==> config.mk <==
export PLATFORM = sky130hd
export DESIGN_NAME = ahb_bus_arbiter
export DESIGN_NICKNAME = d
export VERILOG_FILES = /design/src/rtl/ahb_pkg.sv /design/src/rtl/ahb_rr_pick.sv /design/src/rtl/ahb_bus_arbiter.sv
export SDC_FILE = /design/constraint.sdc
export NUM_CORES = 1
export LEC_CHECK = 0
export ABC_AREA = 1
export ABC_CLOCK_PERIOD_IN_PS = 3250
export CAP_MARGIN = 20
export CORE_MARGIN = 2
export CORE_UTILIZATION = 45
export CTS_CLUSTER_DIAMETER = 60
export CTS_CLUSTER_SIZE = 28
export DETAILED_ROUTE_END_ITERATION = 10
export DONT_BUFFER_PORTS = 1
export SYNTH_ARGS = -nofsm -noshare
export SYNTH_HDL_FRONTEND = slang
export SYNTH_SLANG_ARGS = --single-unit
==> constraint.sdc <==
create_clock -name HCLK -period 3.25 [get_ports HCLK]
set_clock_uncertainty 0.05 [all_clocks]
set_input_delay 0.65 -clock HCLK [delete_from_list [all_inputs] [get_ports HCLK]]
set_output_delay 0.65 -clock HCLK [all_outputs]
set_load 0.005 [all_outputs]
==> src/rtl/ahb_pkg.sv <==
// ahb_pkg
//   Shared AHB-Lite definitions for the bus arbiter slice.
//   - htrans_e    : HTRANS transfer-type codes
//   - arb_state_e : arbiter FSM state encoding
//   - BEAT_W      : width of the per-tenure beat counter (covers MAX_BEATS up to 255)
package ahb_pkg;

    typedef enum logic [1:0] {
        HT_IDLE   = 2'b00,
        HT_BUSY   = 2'b01,
        HT_NONSEQ = 2'b10,
        HT_SEQ    = 2'b11
    } htrans_e;

    typedef enum logic [1:0] {
        ARB_PARK = 2'b00,
        ARB_OWN  = 2'b01,
        ARB_LOCK = 2'b10
    } arb_state_e;

    localparam int BEAT_W = 8;

endpackage

==> src/rtl/ahb_rr_pick.sv <==
// ahb_rr_pick
//   Combinational rotate-priority encoder for round-robin arbitration.
//   The search starts at last_i+1 and wraps modulo NUM_MASTERS; last_i itself
//   is examined last, so a previous winner only wins again when nobody else asks.
// Ports
//   req_i    [NUM_MASTERS-1:0]  request vector
//   last_i   [IW-1:0]           index of the previous winner
//   winner_o [IW-1:0]           index of the selected requester
//   valid_o                     at least one request bit is set
module ahb_rr_pick #(
    parameter int NUM_MASTERS = 4,
    parameter int IW          = $clog2(NUM_MASTERS)
) (
    input  logic [NUM_MASTERS-1:0] req_i,
    input  logic [IW-1:0]          last_i,
    output logic [IW-1:0]          winner_o,
    output logic                   valid_o
);

    // Walk the search order backwards so the last hit written is the
    // earliest position in round-robin order.
    always_comb begin
        int idx;
        idx      = 0;
        winner_o = '0;
        valid_o  = 1'b0;
        for (int i = NUM_MASTERS; i >= 1; i--) begin
            idx = int'(last_i) + i;
            if (idx >= NUM_MASTERS) begin
                idx = idx - NUM_MASTERS;
            end
            if (req_i[idx]) begin
                winner_o = IW'(idx);
                valid_o  = 1'b1;
            end
        end
    end

endmodule

==> src/rtl/ahb_bus_arbiter.sv <==
// ahb_bus_arbiter
//   Round-robin AHB-Lite bus arbiter with a per-tenure beat limit. The bus is
//   parked on DEFAULT_MASTER when nobody requests. HGRANT only moves at a
//   re-arbitration point; HMASTER follows HGRANT on the next HREADY edge.
//   Optional locked transfers are enabled by defining AHB_ARB_LOCK_EN; without
//   it HLOCK is ignored, the LOCK state is unreachable and HMASTLOCK is 0.
// Ports
//   HCLK, HRESETn          clock, asynchronous active-low reset
//   HBUSREQ[N-1:0]         level bus requests
//   HLOCK[N-1:0]           locked-sequence requests (AHB_ARB_LOCK_EN only)
//   HTRANS[1:0]            transfer type of the current bus owner
//   HREADY                 bus ready from slave mux
//   HGRANT[N-1:0]          registered one-hot grant
//   HMASTER[IW-1:0]        owner of the current address phase
//   HMASTLOCK              current address phase is locked
//   dbg_state_o[1:0]       arbiter FSM state (arb_state_e encoding)
//   dbg_beat_cnt_o[7:0]    accepted beats in the current tenure
module ahb_bus_arbiter
    import ahb_pkg::*;
#(
    parameter int NUM_MASTERS    = 4,
    parameter int MAX_BEATS      = 16,
    parameter int DEFAULT_MASTER = 0,
    parameter int IW             = $clog2(NUM_MASTERS)
) (
    input  logic                   HCLK,
    input  logic                   HRESETn,
    input  logic [NUM_MASTERS-1:0] HBUSREQ,
    input  logic [NUM_MASTERS-1:0] HLOCK,
    input  logic [1:0]             HTRANS,
    input  logic                   HREADY,
    output logic [NUM_MASTERS-1:0] HGRANT,
    output logic [IW-1:0]          HMASTER,
    output logic                   HMASTLOCK,
    output logic [1:0]             dbg_state_o,
    output logic [BEAT_W-1:0]      dbg_beat_cnt_o
);

    localparam logic [NUM_MASTERS-1:0] DEF_GRANT =
        {{(NUM_MASTERS-1){1'b0}}, 1'b1} << DEFAULT_MASTER;
    localparam logic [IW-1:0]     DEF_IDX = IW'(DEFAULT_MASTER);
    localparam logic [BEAT_W-1:0] MAX_CNT = BEAT_W'(MAX_BEATS);

    arb_state_e             state_q, state_d;
    logic [NUM_MASTERS-1:0] grant_q, grant_d;
    logic [IW-1:0]          last_q, last_d;
    logic [IW-1:0]          hmaster_q, hmaster_d;
    logic [BEAT_W-1:0]      cnt_q, cnt_d;
    logic                   mlock_q, mlock_d;

    logic [IW-1:0] win_idx;
    logic          win_vld;
    logic [IW-1:0] grant_idx;
    logic          beat_acc;
    logic          is_idle;
    logic          rp;

    ahb_rr_pick #(
        .NUM_MASTERS (NUM_MASTERS),
        .IW          (IW)
    ) u_pick (
        .req_i    (HBUSREQ),
        .last_i   (last_q),
        .winner_o (win_idx),
        .valid_o  (win_vld)
    );

    // One-hot grant back to an index for HMASTER.
    always_comb begin
        grant_idx = '0;
        for (int i = 0; i < NUM_MASTERS; i++) begin
            if (grant_q[i]) begin
                grant_idx = IW'(i);
            end
        end
    end

    // NONSEQ and SEQ both have HTRANS[1] set.
    assign beat_acc = HREADY && HTRANS[1];
    assign is_idle  = (HTRANS == HT_IDLE);

`ifdef AHB_ARB_LOCK_EN
    // A locked tenure ignores the beat limit and only ends once the owner
    // goes idle with its lock request withdrawn.
    logic lock_exit;
    assign lock_exit = (state_q == ARB_LOCK) && is_idle && !HLOCK[last_q];
    assign rp = HREADY && (((state_q != ARB_LOCK) && (is_idle || (cnt_q == MAX_CNT)))
                           || lock_exit);
`else
    logic unused_hlock;
    assign unused_hlock = ^HLOCK;
    assign rp = HREADY && (is_idle || (cnt_q == MAX_CNT));
`endif

    always_comb begin
        state_d   = state_q;
        grant_d   = grant_q;
        last_d    = last_q;
        hmaster_d = hmaster_q;
        cnt_d     = cnt_q;
        mlock_d   = mlock_q;

        if (beat_acc && (cnt_q != MAX_CNT)) begin
            cnt_d = cnt_q + 1'b1;
        end

        // Address-phase ownership follows the grant one ready cycle later.
        if (HREADY) begin
            hmaster_d = grant_idx;
`ifdef AHB_ARB_LOCK_EN
            mlock_d   = (state_q == ARB_LOCK);
`endif
        end

        // A new tenure starts its count from zero, even if a beat was
        // accepted on the same edge.
        if (rp) begin
            cnt_d = '0;
            if (win_vld) begin
                grant_d          = '0;
                grant_d[win_idx] = 1'b1;
                last_d           = win_idx;
                state_d          = ARB_OWN;
`ifdef AHB_ARB_LOCK_EN
                if (HLOCK[win_idx]) begin
                    state_d = ARB_LOCK;
                end
`endif
            end else begin
                grant_d = DEF_GRANT;
                state_d = ARB_PARK;
            end
        end
    end

    always_ff @(posedge HCLK or negedge HRESETn) begin
        if (!HRESETn) begin
            state_q   <= ARB_PARK;
            grant_q   <= DEF_GRANT;
            last_q    <= DEF_IDX;
            hmaster_q <= DEF_IDX;
            cnt_q     <= '0;
            mlock_q   <= 1'b0;
        end else begin
            state_q   <= state_d;
            grant_q   <= grant_d;
            last_q    <= last_d;
            hmaster_q <= hmaster_d;
            cnt_q     <= cnt_d;
            mlock_q   <= mlock_d;
        end
    end

    assign HGRANT         = grant_q;
    assign HMASTER        = hmaster_q;
    assign HMASTLOCK      = mlock_q;
    assign dbg_state_o    = state_q;
    assign dbg_beat_cnt_o = cnt_q;

endmodule
==> impl_metrics.yaml, run 1 <==
critical_path:
  crit_fanout: 16
  cp_cell_sequence: "inv_1 -> ha_1 -> nand2_1 -> nor2_1 -> nand2_1 -> nand2_1 -> nand2_4 -> nand2_4 -> nand2_1 -> o21ai_0 -> nor2_1"
  max_stage_delay_ns: 0.46
  cp-start-kind: "flip-flop"
  worstPathRequired_ns: 3.39
  crit_type: "reg -> reg"
  arrival_ns: 1.95
  worst_path_most_repeated_cell: "nand2_1"
  r2r-start: "dbg_beat_cnt_o[0]"
  crit_path_end_kind: "flip-flop"
  slowest_stage: "dfrtp_1"
  crit_family: "simple AND/OR/NAND/NOR gates"
  worst-path-buf-inv: 1
  startpoint: "dbg_beat_cnt_o[0]"
logic_synthesis:
  synth-warning-count: 0
  synthTopCellsByCount: "nand2_1, inv_1, dfrtp_1, nand3_1, nor2_1"
  yosysMostFrequentCell: "nand2_1"
  synth_cell_types: 27
  yosysTopAreaCellShare_pct: 34.3
  ys_async_sr_fraction_pct: 100
  syn_avg_cell_area_um2: 7.58
  synth_seq_area_share_pct: 36.5
  synth_top_cells_by_area: "dfrtp_1, nand2_1, nand2_4"
  synth_flop_cell: "dfrtp_1"
  synth_area_mm2: 0.00117
  synth_seq_cells: 17
  synth_top_area_cell: "dfrtp_1"
  netlist_instances: 154
  synth_edf_count: 0
timing:
  maxSlewViolCount: 0
  period_needed_ns: 1.81
  fmax_ghz: 0.554
  setup_viol: 0
  layout_setup_ws_ns: 1.44
  post-route-period-util_pct: 55.6
  final_hold_viol_count: 0
  whs_ns: 0.140
  relSlewSlack_pct: 51.7
  tns_ns: 0
  rsz0062_at_grt: "false"
  tightest_slew_ns: 0.722
global_routing:
  grt_overflow: 0
  use_met1_pct: 20.5
  grt_max_degree: 17
  grt.busiest_layer: "met2"
  use_met2_pct: 29.4
  grt_pass1_wl_um: 3670
  grt_util_all_layers_pct: 17.4
  grt_pass1_vias: 858
  use_met3_pct: 6.72
  antenna_found_initial: 0
clock_tree:
  clock_path_buffers: 2
  clockRootBuffer: "clkbuf_4"
  cts_max_level: 1
  post-cts-setup-buffer-count: 0
  cts_buffers: 3
  cts_num_sinks: 17
  cts.hold.buffers_added: 1
  clkSlewWorstSetupHoldPaths_ns: 0.10
  post_cts_resized: 0
  cts_tree: "built"
  worstSkewPairLatency_ns: 0.29
floorplan:
  initial_core_util_pct: 47.1
  row_count: 18
  die_x_um: 54.9
  io-pin-count: 30
  die-height_um: 54.9
  coreArea_mm2: 0.00248
  dieArea_mm2: 0.00302
placement:
  routabilityCongestion: 0.745
  dp.cells: 180
  port_buffers: 0
  dpl_worst_slack_ns: 1.46
  hpwl_um: 1690
pwr:
  power_density_mw_per_mm2: 802
  p_total_mw: 0.963
  max-vdd-ir-drop_v: 0.000511
  p_leak_nw: 0.624
cells_and_area:
  n_antenna_cell: 0
  drive_above_1_share_pct: 16.8
  nets: 171
  finalNonFillerCells: 185
  area_growth_syn_to_layout_pct: 2.89
job:
  maxCapViolCount: 0
drt:
  wl_per_cell_um: 12.1
  routed-via-count: 946
  routed_wirelength_um: 2250
  first_pass_iters: 4
  via_per_inst: 5.11
  drtIter0Drc: 13
  drc: 0
  drtAntennaViolNets: 0
outcome:
  status: "finished clean"
hold_path:
  holdCritPathClass: "in -> async"
[cells in the final DEF, fill, tap and decap left out]
cell type	instances
a21oi_1	6
clkbuf_4	3
clkinv_1	1
clkinv_2	1
conb_1	2
dfrtp_1	16
dfstp_2	1
dlygate4sd3_1	1
ha_1	2
inv_1	18
inv_2	2
inv_8	1
nand2_1	41
nand2_2	7
nand2_4	7
nand3_1	15
nand3b_1	1
nand4_1	2
nor2_1	9
nor2_4	1
nor3_1	1
nor3_2	1
nor3_4	1
o21ai_0	3
o21ai_1	7
o21ai_4	1
or2_1	1
xor2_1	3
[worst register-to-register path, cell delays in order, from the launching register on]
cell and delay [ns]:
dfrtp_1 0.46, inv_1 0.13, ha_1 0.16, nand2_1 0.05, nor2_1 0.10, nand2_1 0.06
nand2_1 0.10, nand2_4 0.15, nand2_4 0.18, nand2_1 0.07, o21ai_0 0.15, nor2_1 0.06
[final timing paths]
check                               endpoint  slack, ns  depth (start not counted)
min reg2reg                        HGRANT[3]       0.50                          2
max reg2reg                dbg_beat_cnt_o[5]       1.44                         11
max                        dbg_beat_cnt_o[5]       1.44                         11
min                                HGRANT[0]       0.14                          0
min in group HCLK                 HMASTER[0]       0.47                          2
max in group asynchronous          HGRANT[1]       1.90                          1
[routing by layer]
| metal | share of wire [%] | vias up | wire length, um |
|---|---|---|---|
| li1 | - | 482 | - |
| met1 | 44 | 444 | 982 |
| met2 | 50 | 18 | 1110 |
| met3 | 5.7 | 2 | 128 |
| met4 | 0.89 | 0 | 20 |
| met5 | 0 | - | 0 |
[report_power, final]
part / internal [mW] / switching (mW)
Sequential: 0.293 / 0.114
Combinational: 0.161 / 0.282
Clock: 0.0458 / 0.0674
[through the flow]
step / utilization, % / area (um2)
global route: 48.5 / 1200
finish: 48.5 / 1200
detailed placement: 47.0 / 1160
floorplan: - / 1170
CTS: 48.5 / 1200
global placement: 47.0 / 1160
[final cells by class]
cell class	count	area [um2]
repair buffers	1	10.0
clock buffers	3	22.5
multi-input cells	111	609
well taps	30	37.5
fillers	248	1280
inverters	22	90.1
clock inverters	1	5.00
flip-flops and latches	17	427
[sequential cells by signal (all words and copies together), names as in the netlist]
name / flops
dbg_beat_cnt_o: 8
HGRANT: 4
HMASTER: 2
last_q: 2
dbg_state_o: 1
[logic make-up (layout without fill, tap and decap cells)]
group	after synthesis	in the layout	synth area share (%)
fa+ha+maj	2	2	2.14
compound gates	17	17	8.25
xor+xnor	3	3	2.25
buf+inv	27	27	11.6
simple gates	87	87	38.9
flops	17	17	36.5
other cells	1	2	0.321
No activity file was read; power rests on OpenSTA's default activity.
==> run 2, diff against run 1 <==
--- a/config.mk
+++ b/config.mk
@@ -6,7 +6,7 @@
 export NUM_CORES = 1
 export LEC_CHECK = 0
 export ABC_AREA = 1
-export ABC_CLOCK_PERIOD_IN_PS = 3250
+export ABC_CLOCK_PERIOD_IN_PS = 1500
 export CAP_MARGIN = 20
 export CORE_MARGIN = 2
 export CORE_UTILIZATION = 45
==> constraint.sdc (replaced) <==
create_clock -name HCLK -period 1.5 [get_ports HCLK]
set_clock_uncertainty 0.05 [all_clocks]
set_input_delay 0.3 -clock HCLK [delete_from_list [all_inputs] [get_ports HCLK]]
set_output_delay 0.3 -clock HCLK [all_outputs]
set_load 0.005 [all_outputs]
==> run 2 against run 1 <==
Die area unchanged; clock-buffer cell count unchanged; first-iteration DRC count increased by 23%; total power increased to 2.6 times the previous value; critical path depth unchanged; sequential cell count unchanged; fmax increased by 21%; non-clock buffer count increased by 18; sequential share of layout area decreased by 6.2 points; critical path type unchanged; critical endpoint is now HGRANT[1]; largest power group unchanged.
==> impl_metrics.yaml, run 2 (synthesized netlist as in run 1, its figures left out) <==
pwr:
  p_leak_nw: 0.733
  p_total_mw: 2.53
  power_density_mw_per_mm2: 1740
  max-vdd-ir-drop_v: 0.00114
floorplan:
  row_count: 18
  die-height_um: 54.9
  initial_core_util_pct: 47.1
  io-pin-count: 30
  dieArea_mm2: 0.00302
  coreArea_mm2: 0.00248
  die_x_um: 54.9
drt:
  routed-via-count: 1005
  via_per_inst: 4.95
  drtAntennaViolNets: 0
  first_pass_iters: 4
  drtIter0Drc: 16
  routed_wirelength_um: 2440
  drc: 0
  wl_per_cell_um: 12.0
job:
  maxCapViolCount: 0
timing:
  tightest_slew_ns: 0.758
  relSlewSlack_pct: 49.3
  fmax_ghz: 0.670
  whs_ns: 0.119
  maxSlewViolCount: 0
  setup_viol: 0
  final_hold_viol_count: 0
  post-route-period-util_pct: 99.4
  rsz0062_at_grt: "true"
  period_needed_ns: 1.49
placement:
  routabilityCongestion: 0.757
  port_buffers: 0
  place_area_mm2: 0.00126
  hpwl_um: 1770
outcome:
  status: "finished clean"
global_routing:
  antenna_found_initial: 0
  grt_max_degree: 18
  grt_overflow: 0
  grt_util_all_layers_pct: 18.6
  grt_pass1_vias: 1024
  grt_pass1_wl_um: 4040
cells_and_area:
  area_growth_syn_to_layout_pct: 25.0
  design_area_mm2: 0.00146
  n_antenna_cell: 0
  drive_above_1_share_pct: 43.4
  final_common_cell: "nand2_1"
  layout_common_cells: "nand2_1, nand2_2, dfrtp_1, inv_1, buf_4"
  nets: 189
  largest_reg_flops: 8
  utilization_pct: 58.9
critical_path:
  cp-start-kind: "flip-flop"
  max_stage_delay_ns: 0.53
  startpoint: "last_q[0]"
  r2r-start: "last_q[0]"
  cp.depth: 11
  slowest_stage: "dfrtp_2"
  worstPathRequired_ns: 1.70
  crit_path_end_kind: "flip-flop"
  rr_worst_depth: 11
  r2r_end: "HGRANT[1]"
  crit_family: "simple AND/OR/NAND/NOR gates"
  worst-path-buf-inv: 1
  crit_fanout: 8
  regToRegSetupSlack_ns: 0.009
  worst_path_most_repeated_cell: "nand2_2"
  arrival_ns: 1.69
  crit_type: "reg -> reg"
  cp_cell_sequence: "inv_8 -> nand2_2 -> nand2_2 -> nand2_2 -> nand2_2 -> nand2_2 -> nand2_1 -> nand2_1 -> nand2_2 -> nand3_2 -> nand2_2"
  crit_end: "HGRANT[1]"
hold_path:
  hp-start: "HREADY"
  holdCritPathClass: "in -> reg"
clock_tree:
  clock_path_buffers: 2
  cts_tree: "built"
  clkSlewWorstSetupHoldPaths_ns: 0.11
  cts_buffers: 3
  worstSkewPairLatency_ns: 0.30
  cts_num_sinks: 17
  clockRootBuffer: "clkbuf_4"
  cts_max_level: 1
## run 2: power breakdown
group | total (mW) | internal (mW) | switching (mW) | leakage [nW]
Clock | 0.261 | 0.102 | 0.160 | 0.0139
Combinational | 1.44 | 0.591 | 0.850 | 0.505
Sequential | 0.833 | 0.637 | 0.196 | 0.214
## run 2: layer usage
| layer | track usage, % | share of wire [%] | vias to the layer above |
|---|---|---|---|
| met5 | 0 | 0 | - |
| li1 | - | - | 517 |
| met2 | 35.1 | 53 | 28 |
| met3 | 6.45 | 5.8 | 2 |
| met1 | 20.3 | 40 | 458 |
| met4 | 2.44 | 0.61 | 0 |
## run 2: area by class of cell
cell class	instances	area, um2
fill	242	1020
multi-input combinational	111	714
sequential	17	428
timing repair buffer	19	156
inverter	22	92.6
tap	30	37.5
clock buffer	3	22.5
clock inverter	1	7.51
## run 2: repair_timing
action	4_1_cts	5_1_grt
cloned	0	0
resized for setup	8	32
hold buffers	1	0
buffers inserted	3	2
setup endpoints to repair	12	15
endpoints found under the hold margin	17	0
pin swaps	1	19
## run 2: through the flow
step	TNS [ns]	std cells	worst slack [ns]
after global placement	-0.216	193	-0.0487
after floorplan	0	155	0.0351
final	0	203	0.00853
after CTS	0	201	0.0184
after detailed placement	-0.368	193	-0.0618
after global routing	-1.39	203	-0.127
## run 2: worst min path at each step
| stage | end | slack (ns) | cells past startpoint |
|---|---|---|---|
| 2_1_floorplan | HGRANT[1] | -0.05 | 0 |
| 4_1_cts | HMASTER[0] | 0.11 | 2 |
| 3_5_place_dp | dbg_beat_cnt_o[0] | -0.05 | 0 |
| 6_report | HMASTER[0] | 0.12 | 2 |
| 3_3_place_gp | dbg_beat_cnt_o[0] | -0.05 | 0 |
| 5_1_grt | HMASTER[0] | 0.09 | 2 |
==> run 3, diff against run 2 <==
--- a/config.mk
+++ b/config.mk
@@ -8,6 +8,7 @@
 export ABC_AREA = 1
 export ABC_CLOCK_PERIOD_IN_PS = 1500
 export CAP_MARGIN = 20
+export CORE_ASPECT_RATIO = 2
 export CORE_MARGIN = 2
 export CORE_UTILIZATION = 45
 export CTS_CLUSTER_DIAMETER = 60
==> run 3 against run 2 <==
The run now ends with setup timing left; clock power up 29%; first-iteration DRC count increased by 13%; non-clock buffer count rose by 6; critical path depth is the same; combinational power increased by 14%; total power rose by 11%; final area increased by 5.1%; sequential share of layout area is 1.4 points lower; clock-buffer cell count up 1; wire length increased by 18%; utilization up 2.3 points; final cell count grew 2.0%; critical endpoint is now dbg_beat_cnt_o[7]; largest cell class unchanged.
==> impl_metrics.yaml, run 3 (synthesized netlist as in run 1, its figures left out) <==
floorplan:
  die-height_um: 76.0
  dieArea_mm2: 0.00304
  coreArea_mm2: 0.00250
  die_x_um: 40.0
  initial_core_util_pct: 46.6
  row_count: 26
  io-pin-count: 30
critical_path:
  slowest_stage: "dfrtp_1"
  worstPathRequired_ns: 1.62
  r2r_end: "dbg_beat_cnt_o[7]"
  crit_type: "reg -> reg"
  startpoint: "dbg_beat_cnt_o[0]"
  cp_cell_sequence: "inv_2 -> ha_4 -> nand2_2 -> nor2_2 -> nand2_1 -> nand2_2 -> nand2_4 -> nand2_4 -> buf_4 -> nand3_1 -> o21ai_1"
  crit_fanout: 6
  crit_path_end_kind: "flip-flop"
  rr_worst_depth: 11
  crit_end: "dbg_beat_cnt_o[7]"
  max_stage_delay_ns: 0.39
  regToRegSetupSlack_ns: -0.02
  r2r-start: "dbg_beat_cnt_o[0]"
  arrival_ns: 1.64
  cp-start-kind: "flip-flop"
drt:
  via_per_inst: 5.10
  drtIter0Drc: 18
  routed_wirelength_um: 2870
  routed-via-count: 1055
  first_pass_iters: 4
  wl_per_cell_um: 13.9
  drtAntennaViolNets: 0
  drc: 0
clock_tree:
  cts_tree: "built"
  cts_buffers: 3
  clock_path_buffers: 2
  cts_num_sinks: 17
  clkSlewWorstSetupHoldPaths_ns: 0.06
  worstSkewPairLatency_ns: 0.25
  cts_max_level: 1
  clockRootBuffer: "clkbuf_8"
pwr:
  clockPowerShare_pct: 12.0
  p_total_mw: 2.82
  p_switching_mw: 1.31
  p_leak_nw: 0.766
  pwr-share-comb_pct: 58.3
  power_density_mw_per_mm2: 1840
  max-vdd-ir-drop_v: 0.00110
  swShare_pct: 46.4
  p_int_mw: 1.51
  sequentialPowerShare_pct: 29.8
timing:
  tns_ns: -0.0378
  maxSlewViolCount: 0
  post-route-period-util_pct: 101
  relSlewSlack_pct: 47.1
  fmax_ghz: 0.659
  tightest_slew_ns: 0.791
  layout_setup_ws_ns: -0.0163
  final_hold_viol_count: 0
  rsz0062_at_grt: "true"
  setup_viol: 4
  period_needed_ns: 1.52
placement:
  port_buffers: 0
  place_area_mm2: 0.00129
  routabilityCongestion: 0.723
  hpwl_um: 2130
  dpl_worst_slack_ns: -0.104
  dp.cells: 195
global_routing:
  grt_max_degree: 18
  grt_overflow: 0
  grt_pass1_vias: 1015
  grt_util_all_layers_pct: 19.5
  grt_pass1_wl_um: 4150
  antenna_found_initial: 0
cells_and_area:
  drive_above_1_share_pct: 45.8
  fillers: 237
  nets: 195
  finalNonFillerCells: 207
  area_growth_syn_to_layout_pct: 31.4
  design_area_mm2: 0.00153
  layout_common_cells: "nand2_1, buf_4, nand2_2, inv_1, dfrtp_1"
  largest_reg_flops: 8
  regArea_um2: 428
  final_common_cell: "nand2_1"
  n_antenna_cell: 0
  multiInputGateArea_um2: 734
outcome:
  status: "finished, violations left"
  violations: "setup timing"
job:
  maxCapViolCount: 0
hold_path:
  holdCritPathClass: "in -> reg"
  hp-start: "HREADY"
==> run 3: changes by cell type in the layout (fill, tap and decap cells not counted), sizes merged <==
cell      change
clkinvlp      -1
buf           +6
clkbuf        +1
==> run 3: cell type report <==
type / instances / share of cell area, %
inverter: 22 / 5.87
clock buffer: 4 / 2.94
sequential: 17 / 27.9
timing repair buffer: 25 / 13.1
tap: 28 / 2.28
multi-input combinational: 111 / 47.9
==> run 3: worst max-delay path: cells and delay by family, from the launching register on <==
family	cells	cell delay (ns)
adder cells (fa/ha/maj)	1	0.13
AO/OA/AOI/OAI	1	0.08
AND/OR/NAND/NOR	7	0.59
buffers and inverters	2	0.22
flip-flops	1	0.39
==> run 3: power by group through the flow <==
| stage | sequential [mW] | combinational (mW) | clock, mW |
|---|---|---|---|
| final | 0.838 | 1.64 | 0.337 |
| after global routing | 0.866 | 1.82 | 0.376 |
| after CTS | 0.835 | 1.28 | 0.348 |
| after detailed placement | 0.836 | 1.20 | 0 |
| after global placement | 0.836 | 1.16 | 0 |
| after floorplan | 0.789 | 0.902 | 0 |
==> run 3: metal layers <==
| layer | track usage, % | wire length (um) | up-vias | part of all wire, % |
|---|---|---|---|---|
| met5 | 0 | 0 | - | 0 |
| met2 | 36.5 | 1850 | 16 | 64 |
| met3 | 3.79 | 83 | 6 | 2.9 |
| met1 | 17.7 | 879 | 506 | 31 |
| li1 | - | - | 527 | - |
| met4 | 8.28 | 59 | 0 | 2.1 |
==> run 3: worst min path at each step <==
stage | end | slack (ns) | cells past startpoint
2_1_floorplan | HGRANT[1] | -0.05 | 0
3_3_place_gp | dbg_beat_cnt_o[5] | -0.05 | 0
3_5_place_dp | dbg_beat_cnt_o[5] | -0.05 | 0
4_1_cts | HMASTER[0] | 0.16 | 2
5_1_grt | HMASTER[0] | 0.16 | 2
6_report | HMASTER[0] | 0.16 | 2
==> run 3: metrics by stage <==
step	hold slack, ns	utilization, %
floorplan	-0.0456	-
global placement	-0.0453	51.4
detailed placement	-0.0452	51.4
CTS	0.156	55.4
global route	0.155	61.2
finish	0.164	61.2
==> run 3: timing repair <==
item / in CTS / in global routing
buffers inserted: 4 / 3
hold buffers: 1 / 0
gates resized for setup: 8 / 33
setup endpoints to repair: 14 / 14
endpoints found under the hold margin: 17 / 0
pin swaps: 7 / 17
